===== src/rtl/sub_multi_arm_fire.sv =====
// Multi-channel arm/fire latch: per-channel IDLE/ARMED/FIRED FSM with arm timeout and saturating fire counters.
// Single command port (func/ch); flags are registered, fire_cnt is a combinational mux of the counter flops.
module sub_multi_arm_fire #(
  parameter int NCH  = 4,
  parameter int CW   = 2,
  parameter int TMO  = 16,
  parameter int CNTW = 8
) (
  input  logic            clk,
  input  logic            rst,
  input  logic [1:0]      func,
  input  logic [CW-1:0]   ch,
  output logic [NCH-1:0]  out,
  output logic [NCH-1:0]  armed,
  output logic [NCH-1:0]  expired,
  output logic [CNTW-1:0] fire_cnt
);

  localparam int TW = (TMO > 1) ? $clog2(TMO) : 1;
  localparam logic [TW-1:0] TLOAD = (TMO > 0) ? TW'(TMO - 1) : '0;
  localparam logic [CW:0] NCH_L = (CW + 1)'(NCH);
  localparam logic [CNTW-1:0] CNT_MAX = {CNTW{1'b1}};

  typedef enum logic [1:0] {
    S_IDLE  = 2'd0,
    S_ARMED = 2'd1,
    S_FIRED = 2'd2
  } state_t;

  typedef enum logic [1:0] {
    F_NOP   = 2'd0,
    F_ARM   = 2'd1,
    F_FIRE  = 2'd2,
    F_CLEAR = 2'd3
  } func_t;

  state_t          state_q [NCH];
  state_t          state_d [NCH];
  logic [TW-1:0]   tmr_q   [NCH];
  logic [TW-1:0]   tmr_d   [NCH];
  logic [CNTW-1:0] cnt_q   [NCH];
  logic [CNTW-1:0] cnt_d   [NCH];
  logic [NCH-1:0]  exp_q;
  logic [NCH-1:0]  exp_d;
  logic            ch_ok;

  // Out-of-range channel selects must not alias onto a real channel.
  assign ch_ok = ({1'b0, ch} < NCH_L);

  always_comb begin
    exp_d = '0;
    for (int i = 0; i < NCH; i++) begin
      logic sel;
      logic hit_arm;
      logic hit_fire;
      logic hit_clr;
      state_d[i] = state_q[i];
      tmr_d[i]   = tmr_q[i];
      cnt_d[i]   = cnt_q[i];
      sel        = ch_ok && (ch == CW'(i));
      hit_arm    = sel && (func == F_ARM);
      hit_fire   = sel && (func == F_FIRE);
      hit_clr    = sel && (func == F_CLEAR);

      case (state_q[i])
        S_IDLE: begin
          if (hit_arm) begin
            state_d[i] = S_ARMED;
            tmr_d[i]   = TLOAD;
          end
        end
        S_ARMED: begin
          if (hit_fire) begin
            state_d[i] = S_FIRED;
            tmr_d[i]   = '0;
            if (cnt_q[i] != CNT_MAX) cnt_d[i] = cnt_q[i] + CNTW'(1);
          end else if (hit_arm) begin
            tmr_d[i] = TLOAD;
          end else if (!hit_clr && (TMO != 0)) begin
            // Only an untouched channel ages; any command this cycle beats expiry.
            if (tmr_q[i] == '0) begin
              state_d[i] = S_IDLE;
              exp_d[i]   = 1'b1;
            end else begin
              tmr_d[i] = tmr_q[i] - TW'(1);
            end
          end
        end
        S_FIRED: begin
          if (hit_fire && (cnt_q[i] != CNT_MAX)) cnt_d[i] = cnt_q[i] + CNTW'(1);
        end
        default: begin
          state_d[i] = S_IDLE;
          tmr_d[i]   = '0;
        end
      endcase

      if (hit_clr) begin
        state_d[i] = S_IDLE;
        tmr_d[i]   = '0;
        cnt_d[i]   = '0;
      end
    end
  end

  always_ff @(posedge clk) begin
    if (rst) begin
      exp_q <= '0;
      for (int i = 0; i < NCH; i++) begin
        state_q[i] <= S_IDLE;
        tmr_q[i]   <= '0;
        cnt_q[i]   <= '0;
      end
    end else begin
      exp_q <= exp_d;
      for (int i = 0; i < NCH; i++) begin
        state_q[i] <= state_d[i];
        tmr_q[i]   <= tmr_d[i];
        cnt_q[i]   <= cnt_d[i];
      end
    end
  end

  always_comb begin
    for (int i = 0; i < NCH; i++) begin
      out[i]   = (state_q[i] == S_FIRED);
      armed[i] = (state_q[i] == S_ARMED);
    end
  end

  assign expired = exp_q;

  always_comb begin
    fire_cnt = '0;
    for (int i = 0; i < NCH; i++) begin
      if (ch_ok && (ch == CW'(i))) fire_cnt = cnt_q[i];
    end
  end

endmodule


===== config.mk =====
export PLATFORM = sky130hd
export DESIGN_NAME = sub_multi_arm_fire
export DESIGN_NICKNAME = d
export VERILOG_FILES = /design/src/rtl/sub_multi_arm_fire.sv
export SDC_FILE = /design/constraint.sdc
export NUM_CORES = 1
export LEC_CHECK = 0
export CORE_UTILIZATION = 59
export DETAILED_ROUTE_END_ITERATION = 6
export GPL_ROUTABILITY_DRIVEN = 0
export PLACE_DENSITY = 0.8
export RECOVER_POWER = 25
export SLEW_MARGIN = 10
export SYNTH_ARGS = -nofsm -noshare
export SYNTH_HDL_FRONTEND = slang
export SYNTH_SLANG_ARGS = --single-unit

===== constraint.sdc =====
create_clock -name clk -period 2.1 [get_ports clk]
set_input_delay 0.21 -clock clk [delete_from_list [all_inputs] [get_ports clk]]
set_output_delay 0.21 -clock clk [all_outputs]
set_load 0.02 [all_outputs]

# Word-level counts from Yosys, hierarchy flattened
# Memories as Yosys holds them, arrays and structs flattened.
# Index checks and enable logic that the tools add are counted.
# totals
regBits	4
in_bits	6
mem_bits_rw	56
memories	3
out_inout_bits	20
# mem_list
name	depth	width	rd	rd_clocked_by_memory_dff	wr	line	source
cnt_q	4	8	4	0	4	41	logic [CNTW-1:0] cnt_q [NCH];
tmr_q	4	4	4	0	4	39	logic [TW-1:0] tmr_q [NCH];
state_q	4	2	4	0	4	37	state_t state_q [NCH];
# classes
n_mux	91
reduce_logical	29
add_sub_neg	8
n_bitwise	16
eq_ne	18
# op_table
cell	n
$mux 8	24
$mux 4	24
$pmux 8 s2	4
$mux 2	24
$pmux 4 s3	4
$add 8x1->8 const B	4
$ne 8x8->1 const B	4
$pmux 2 s3	4
$reduce_or 5->1	4
$eq 2x2->1 const B	8
$logic_and 1x1->1	16
$logic_not 4->1	4
$sub 4x1->4 const B	4
$eq 2x1->1 const B	6
$or 1x1->1	12
$logic_not 2->1	5
$mux 1	7
$not 1->1	4

# Logic depth before layout (Yosys ltp)
# An unclocked memory read counts as a cell.
# logic_depth
ltp_word	8
ltp_mapped	7
depth_no_buf	7

# Least setup slack after synthesis
# No wires, ideal clock.
# synth_path
path_type	register to register
start	mem state_q[2][1] in the netlist's numbering
end	mem cnt_q[2][5]
setup_slack_ps	357
setup_ps	128
required_ps	1972
n_path_buf	0
path_stages_with_launch	6
arrival_ps	1616
path_cell_list	dfxtp_1 nor2b_1 o21ai_2 a2111oi_2 xnor2_1 nor2_1
# synth_lines
element	line
start: declaration	37
end: declaration	41

==> results.json <==
{
  "drv_slew": 0,
  "core-area_um2": 5570,
  "initial_utilization_pct": 61.9,
  "cp-end-kind": "output pin",
  "fin_cells": 521,
  "fin_crit_ns": 1.98,
  "syn_area_um2": 3450,
  "synth_largest_area_cell": "dfxtp_1",
  "via_per_inst": 5.98,
  "grt_usage_pct": 27.2,
  "cts-root-buf": "clkbuf_8",
  "totalWireLength_mm": 7.80,
  "hp-class": "reg -> reg",
  "clock_skew_ns": 0.00893,
  "cts_max_level": 3,
  "place_area_um2": 3980,
  "layout-drive-gt1-share_pct": 13.4,
  "syn_nets": 412,
  "path_max_fanout": 9,
  "start_kind": "register",
  "numPortBuffers": 25,
  "worst_slack_ns": 0.120,
  "synthAdderAreaFrac_pct": 3.99,
  "final_util_pct": 74.2,
  "cts_max_path_buffers": 2,
  "hold_violations": 0,
  "synthMuxAreaShare_pct": 7.26,
  "via_count": 3117,
  "area_delta_synth_final_pct": 20.0,
  "path_clk_slew_ns": 0.06,
  "setup_violations": 0,
  "antenna_found_initial": 0,
  "cp.required_ns": 1.89,
  "synthArstFlopShare_pct": 0,
  "synthCells": 395,
  "drtPass1Iterations": 4,
  "overflow": 0,
  "layout_common_cells": "dfxtp_1, nor2_1, buf_4, nand2_1, a21oi_1",
  "avgRoutedWirePerCell_um": 15.0,
  "ys.flop_type": "dfxtp_1",
  "syn_avg_cell_area_um2": 8.73,
  "ant_nets": 0,
  "dp_slack_ns": -0.102,
  "cts_buffers": 9,
  "drc_errors": 0,
  "rsz0062_at_grt": "no",
  "maxCapViolCount": 0,
  "rows": 27,
  "path_class": "reg -> out",
  "finalInstanceArea_um2": 4140,
  "timing.final.crit_share_pct": 94.3,
  "first_iter_violations": 167,
  "synth_top_area_share_pct": 34.8,
  "die_area_um2": 6150,
  "postCtsSetupBuffers": 0,
  "synth.area.top_cells": "dfxtp_1, nor2_1, mux4_2",
  "p_leak_nw": 1.59,
  "cts_tree": "yes",
  "synth_edf_count": 0,
  "yosys_warnings": 0,
  "worst_pin_slew_ns": 0.671,
  "synth_seq_cells": 60,
  "grt_max_degree": 18,
  "synthXorXnorAreaFrac_pct": 6.60,
  "grt_pass1_wl_mm": 13.0,
  "layout_commonest_cell": "dfxtp_1",
  "slew_headroom_pct": 55.3,
  "synth-compound-area-share_pct": 16.5,
  "arrival_ns": 1.77,
  "die_h_um": 78.5,
  "fp.dieW_um": 78.5,
  "synth_cell_type_count": 66,
  "hpwl_mm": 5.77,
  "irDropWorstVdd_mv": 0.528,
  "fin_nets": 463,
  "hold_slack_ns": 0.488,
  "power.density_nw_per_um2": 601,
  "dp.cells": 507,
  "clkLatencyLatePin_ns": 0.34,
  "synthSimpleGateAreaFrac_pct": 27.1,
  "status": "complete, no violations",
  "antennaDiodeCount": 0,
  "grt_pass1_vias": 2944,
  "clock_sinks": 60,
  "clock.fmax_mhz": 505,
  "io_pins": 26,
  "ys_seq_area_share_pct": 34.8,
  "synth_top_family_by_area": "simple AND/OR/NAND/NOR gates"
}
-- power by group --
group | internal [mW] | switching [mW]
registers | 1.16 | 0.0242
logic | 0.138 | 0.151
clock network | 0.598 | 0.417
total | 1.90 | 0.593
-- state kept, by name, indices dropped and copies added (netlist names) --
name and count:
tmr_q 16, state_q 8, expired 4, cnt_q 32
-- Yosys cell counts (3+ instances only) --
library cell and n:
a21o_1 4, xor2_1 13, buf_2 6, dfxtp_1 60
xnor2_1 13, mux4_2 8, nand3b_1 4, nand4_1 7
a31oi_1 8, inv_1 14, o211ai_1 3, o41ai_1 3
nor2b_1 10, a211oi_1 4, ha_1 11, o21ai_0 11
o21bai_1 3, and3_1 5, nor2_1 54, nor3_1 17
clkbuf_1 7, or3_1 4, nand2b_1 9, and4bb_2 3
a21oi_1 18, nand2_1 18, mux2i_1 7, nor3b_1 6
nand3_1 16, and4_1 3, nor4b_1 3
-- cell families (layout without fill, tap and decap cells) --
group | Yosys count | in the layout
AND/OR/NAND/NOR | 173 | 173
AO/OA/AOI/OAI | 79 | 79
flip-flops | 60 | 60
buffers and inverters | 31 | 85
XOR/XNOR | 26 | 26
multiplexers | 15 | 15
adder cells (fa/ha/maj) | 11 | 11
-- layer usage --
metal | routed length [um] | up-vias | track usage [%]
met3 | 375 | 13 | 7.21
li1 | - | 1541 | -
met2 | 3820 | 65 | 46.1
met5 | 0 | - | 0
met1 | 3490 | 1498 | 32.6
met4 | 119 | 0 | 11.1
-- what timing repair did --
action,in CTS,in global routing
endpoints found under the hold margin,0,0
setup endpoints to repair,8,0
hold buffers,0,0
gates resized for setup,8,0
-- path summary, 6_finish.rpt --
| kind | cells past startpoint | to | startpoint | slack, ns |
|---|---|---|---|---|
| max | 2 | out[3] | state_q[3][1]$_SDFFE_PP0P_ | 0.12 |
| min | 1 | tmr_q[0][1]$_SDFFE_PP0P_ | tmr_q[0][1]$_SDFFE_PP0P_ | 0.49 |
| max reg2reg | 7 | tmr_q[1][1]$_SDFFE_PP0P_ | tmr_q[1][0]$_SDFFE_PP0P_ | 0.22 |
| min reg2reg | 1 | tmr_q[0][1]$_SDFFE_PP0P_ | tmr_q[0][1]$_SDFFE_PP0P_ | 0.49 |
-- worst max-delay path, cell delays in order, from the launching register on --
cell	delay, ns
dfxtp_1	0.49
nor2b_1	0.29
clkdlybuf4s50_1	0.66
-- through the flow --
step	setup TNS [ns]	power, mW
floorplan	0	1.39
global placement	-0.640	1.49
detailed placement	-1.08	1.50
CTS	0	2.51
global route	0	2.59
finish	0	2.49
-- cell type report --
cell class	count	area, um2
tap	72	90.1
sequential	60	1200
timing repair buffer	56	479
fill	409	1440
inverter	15	56.3
clock inverter	2	35.0
clock buffer	12	155
multi-input combinational	304	2120
(Power assumes the default switching activity.)
